<file path="src/rtl/shift_sequencer.sv">
// Sequencing controller that realises an 8-bit shift job as +/-1 and +/-2 steps through tranShifter.
// Optional rotate mode is enabled with the SHIFT_SEQ_ROTATE_EN macro (adds input in_rot).

module tranShifter (
    input  logic [0:7] Ip,
    input  logic [0:4] shift_mag,
    output logic [0:7] Op
);

    // Index 0 is the MSB, so "left" (toward index 0) is a numeric << and "right" is a numeric >>.
    always_comb begin
        Op = Ip;
        if (shift_mag[0]) begin
            Op = Ip >> 2;
        end else if (shift_mag[1]) begin
            Op = Ip >> 1;
        end else if (shift_mag[3]) begin
            Op = Ip << 1;
        end else if (shift_mag[4]) begin
            Op = Ip << 2;
        end
    end

endmodule

module shift_sequencer #(
    parameter int DATA_W    = 8,
    parameter int AMT_W     = 3,
    parameter int USE_STEP2 = 1
) (
    input  logic              clk,
    input  logic              rst_n,
    input  logic              in_valid,
    output logic              in_ready,
    input  logic [0:DATA_W-1] in_data,
    input  logic              in_dir,
    input  logic [AMT_W-1:0]  in_amt,
`ifdef SHIFT_SEQ_ROTATE_EN
    input  logic              in_rot,
`endif
    output logic              out_valid,
    input  logic              out_ready,
    output logic [0:DATA_W-1] out_data,
    output logic              busy
);

    generate
        if (DATA_W != 8) begin : g_width_check
            $error("shift_sequencer: DATA_W must be 8 to match tranShifter");
        end
    endgenerate

    typedef enum logic [1:0] {
        IDLE = 2'd0,
        BUSY = 2'd1,
        DONE = 2'd2
    } state_t;

    state_t              state_q, state_d;
    logic [0:DATA_W-1]   acc_q, acc_d;
    logic [AMT_W-1:0]    rem_q, rem_d;
    logic                dir_q, dir_d;
    logic [1:0]          step;
    logic [0:4]          shift_mag;
    logic [0:DATA_W-1]   shift_out;
    logic [0:DATA_W-1]   wrap_bits;
`ifdef SHIFT_SEQ_ROTATE_EN
    logic                rot_q, rot_d;
`endif

    tranShifter u_shifter (
        .Ip        (acc_q),
        .shift_mag (shift_mag),
        .Op        (shift_out)
    );

    always_comb begin
        step      = 2'd0;
        shift_mag = 5'b00100;
        if (state_q == BUSY) begin
            if ((USE_STEP2 != 0) && (rem_q >= AMT_W'(2))) begin
                step = 2'd2;
            end else if (rem_q != '0) begin
                step = 2'd1;
            end
        end
        case ({dir_q, step})
            3'b0_01: shift_mag = 5'b00010;
            3'b0_10: shift_mag = 5'b00001;
            3'b1_01: shift_mag = 5'b01000;
            3'b1_10: shift_mag = 5'b10000;
            default: shift_mag = 5'b00100;
        endcase
    end

    // Bits pushed off one end are recovered here and ORed into the zero-filled end.
    always_comb begin
        wrap_bits = '0;
`ifdef SHIFT_SEQ_ROTATE_EN
        if (rot_q && (step != 2'd0)) begin
            if (dir_q) begin
                wrap_bits = acc_q << (DATA_W - int'(step));
            end else begin
                wrap_bits = acc_q >> (DATA_W - int'(step));
            end
        end
`endif
    end

    always_comb begin
        state_d = state_q;
        acc_d   = acc_q;
        rem_d   = rem_q;
        dir_d   = dir_q;
`ifdef SHIFT_SEQ_ROTATE_EN
        rot_d   = rot_q;
`endif
        case (state_q)
            IDLE: begin
                if (in_valid) begin
                    acc_d   = in_data;
                    rem_d   = in_amt;
                    dir_d   = in_dir;
`ifdef SHIFT_SEQ_ROTATE_EN
                    rot_d   = in_rot;
`endif
                    state_d = BUSY;
                end
            end
            BUSY: begin
                acc_d = shift_out | wrap_bits;
                rem_d = rem_q - AMT_W'(step);
                if (rem_d == '0) begin
                    state_d = DONE;
                end
            end
            DONE: begin
                if (out_ready) begin
                    state_d = IDLE;
                end
            end
            default: state_d = IDLE;
        endcase
    end

    always_ff @(posedge clk or negedge rst_n) begin
        if (!rst_n) begin
            state_q <= IDLE;
            acc_q   <= '0;
            rem_q   <= '0;
            dir_q   <= 1'b0;
`ifdef SHIFT_SEQ_ROTATE_EN
            rot_q   <= 1'b0;
`endif
        end else begin
            state_q <= state_d;
            acc_q   <= acc_d;
            rem_q   <= rem_d;
            dir_q   <= dir_d;
`ifdef SHIFT_SEQ_ROTATE_EN
            rot_q   <= rot_d;
`endif
        end
    end

    // Result is gated so an in-flight accumulator value never appears on out_data.
    assign in_ready  = (state_q == IDLE);
    assign busy      = (state_q == BUSY);
    assign out_valid = (state_q == DONE);
    assign out_data  = out_valid ? acc_q : '0;

endmodule

</file>
<file path="config.mk">
export PLATFORM = sky130hd
export DESIGN_NAME = shift_sequencer
export DESIGN_NICKNAME = d
export VERILOG_FILES = /design/src/rtl/shift_sequencer.sv
export SDC_FILE = /design/constraint.sdc
export NUM_CORES = 1
export LEC_CHECK = 0
export ABC_CLOCK_PERIOD_IN_PS = 1800
export CAP_MARGIN = 20
export CORE_MARGIN = 1.5
export CORE_UTILIZATION = 40
export CTS_CLUSTER_DIAMETER = 50
export DETAILED_ROUTE_END_ITERATION = 10
export PLACE_DENSITY = 0.68
export SYNTH_ARGS = -nofsm -noshare
export SYNTH_HDL_FRONTEND = slang
export SYNTH_SLANG_ARGS = --single-unit
</file>
<file path="constraint.sdc">
create_clock -name clk -period 1.8 [get_ports clk]
set_input_delay 0.36 -clock clk [delete_from_list [all_inputs] [get_ports clk]]
set_output_delay 0.36 -clock clk [all_outputs]
set_load 0.01 [all_outputs]
</file>
==> impl_metrics.ini <==
[sta]
finalWorstSetupSlack_ns = -0.1664
setup_viol = 5
rsz0062_at_grt = yes
worstMarginPinSlew_ns = 0.3951
max_clock_freq_ghz = 0.5085
hold_viol = 0
timing.final.crit_share_pct = 109.2
finClkSkew_ns = 0.01118
min_period_ns = 1.966
maxSlewViolCount = 0
holdWs_ns = 0.3725
slew_headroom_pct = 73.66

[worst_setup_path]
required_ns = 2.00
cp_max_fo = 3
crit_path_start_kind = flip-flop
cp-end-kind = flip-flop
crit_arrival_ns = 2.16
critPathKind = reg -> reg

[route]
dr.first_iter.drc_count = 44
drt-vias-per-instance = 5.581
first_pass_iters = 4
wirelength_um = 3019
route.detailed.drc = 0
ant_nets = 0
vias = 1105
wl_per_cell_um = 15.25

[cells_and_area]
final_common_cell = buf_4
drive_gt1_share_pct = 31.55
fillers = 226
area_growth_pct = 44.34
post-route-util_pct = 62.73
antenna_cells = 0
multi_input_area_sq_um = 706.9
regArea_sq_um = 351.6
final_cell_mix = 18 x buf_4, 15 x clkdlybuf4s50_1, 14 x nor2_1, 14 x nand2_1, 13 x dfrtp_1
nNetsFinal = 187

[synthesis]
netlist_area_sq_um = 1106
netlist_instances = 123
yosysUniqueCellTypes = 42
synth_seq_cells = 14
synthMuxAreaShare_pct = 6.109
synthSimpleGateAreaFrac_pct = 23.98
synth_xor_area_share_pct = 0.7919
synthAdderAreaFrac_pct = 2.941
synth_flop_cell = dfrtp_1
synth-compound-area-share_pct = 26.13
yosysWarningCount = 0
synth.yosys.seq_area_share_pct = 31.67
synth_top_family_by_area = compound AO/OA/AOI/OAI gates
synth-edff-count = 0
synth.top_cells.by_area = dfrtp_1 32%, mux2_2 6.1%, nand2_1 5.1%
async_flop_share_pct = 100.0
syn_avg_cell_area_sq_um = 8.992
synth_nets = 141
yosysTopAreaCell = dfrtp_1
synth_top_area_share_pct = 31.67

[status]
outcome = finished, violations left
violations = setup timing

[grt]
gr-usage-met2_pct = 30.10
grt_busiest_layer = met1
grt_pass1_wl_um = 5078
antenna_found_initial = 0
first_global_vias = 1029
met1_usage_pct = 30.79
grt.total_usage_pct = 20.66
grt_max_degree = 15
grtUsageMet3_pct = 2.791
gr-total-overflow = 0

[placed_design]
globalplace.congestion = 0.8763
io_buffers = 26
place_ws_ns = -0.07985
hpwl_um = 2149

[floorplan]
die_area_sq_um = 3090
die_w_um = 55.59
top_level_ports = 27
fp.dieH_um = 55.59
fp.coreArea_sq_um = 2545
start_util_pct = 43.46
row_count = 18

[clock_tree]
clkSinkCount = 14
clk_latency_ns = 0.29
cts_buffer_depth = 2
cts_buffers = 3
h-tree-depth = 1
clk_pin_slew_ns = 0.10
cts_root_buf = clkbuf_4
cts_tree = built

[power_and_ir_drop]
powerDensity_nw_per_um2 = 1633
vdd_drop_max_mv = 0.8872
p_leak_nw = 0.6983

[job]
max_cap_viol_count = 0

[worst_hold_path]
holdCritPathClass = in -> async
-- worst max-delay path, cell delays in order, from the launching register on --
cell	delay (ns)
dfrtp_1	0.40
buf_6	0.13
nor4b_4	0.32
nand2_4	0.10
clkinv_4	0.07
ha_4	0.12
fa_2	0.44
and3_4	0.17
a21boi_1	0.14
-- layout make-up --
type | count | area share (%)
Clock buffer | 4 | 1.646
Inverter | 8 | 2.194
Multi-Input combinational cell | 93 | 44.28
Sequential cell | 14 | 22.02
Tap cell | 30 | 2.351
Timing Repair Buffer | 49 | 27.51
-- report_power, final --
part,total [W],internal (W),switching (W)
Sequential,0.000689,0.000470,0.000219
Clock,0.000194,0.0000860,0.000108
Combinational,0.00172,0.000911,0.000813
-- what timing repair did --
item	4_1_cts	5_1_grt
buffers inserted	4	2
hold buffers	0	0
pin swaps	4	4
resized for setup	15	18
setup endpoints to repair	16	17
-- metrics by stage --
stage,instance area [sq um],TNS [ns],total power (W),instances
2_1_floorplan,1131,-0.3467,0.001753,123
3_3_place_gp,1495,-0.02951,0.002184,188
3_5_place_dp,1495,-0.2374,0.002236,188
4_1_cts,1551,-0.4607,0.002467,196
5_1_grt,1597,-0.9127,0.002802,198
6_report,1597,-0.4939,0.002607,198
-- flip-flops by register name (all words and copies together), names as in the netlist --
name     count
acc_q        8
dir_q        1
rem_q        3
state_q      2
-- layer usage --
metal  vias up  wire (um)
met5         -          0
met4         0         43
met3         7        182
met2        50       1429
met1       518       1363
li1        530          -
-- synth_stat cells, drive strengths merged (2+ instances only) --
library cell / number
o21ai: 3
o2111ai: 2
o22a: 3
o21a: 2
a21oi: 5
o31ai: 2
or3: 3
nor2b: 2
a22oi: 4
nand2b: 2
nand2: 16
nor2: 14
dfrtp: 14
inv: 7
clkbuf: 2
and2: 7
buf: 6
mux2: 6
a32oi: 4
nor3: 3
-- logic make-up (layout without fill, tap and decap cells) --
| logic type | after synthesis | after routing |
|---|---|---|
| XOR/XNOR | 1 | 1 |
| multiplexers | 6 | 6 |
| buffers and inverters | 16 | 61 |
| adder cells (fa/ha/maj) | 2 | 2 |
| flip-flops | 14 | 14 |
| AND/OR/NAND/NOR | 50 | 50 |
| AO/OA/AOI/OAI | 34 | 34 |
-- path summary, 6_finish.rpt --
path / from / end / slack, ns / cells past startpoint
min in group clk: acc_q[2]$_DFFE_PN0P_ / acc_q[2]$_DFFE_PN0P_ / 0.54 / 2
hold reg to reg: acc_q[2]$_DFFE_PN0P_ / acc_q[2]$_DFFE_PN0P_ / 0.54 / 2
setup / recovery: state_q[1]$_DFFE_PN0P_ / state_q[0]$_DFFE_PN0P_ / -0.17 / 8
max in group asynchronous: rst_n / rem_q[1]$_DFFE_PN0P_ / 1.24 / 2
setup reg to reg: state_q[1]$_DFFE_PN0P_ / state_q[0]$_DFFE_PN0P_ / -0.17 / 8
hold / removal: rst_n / acc_q[2]$_DFFE_PN0P_ / 0.37 / 2
Note: power is estimated with default switching activity, not from simulation.
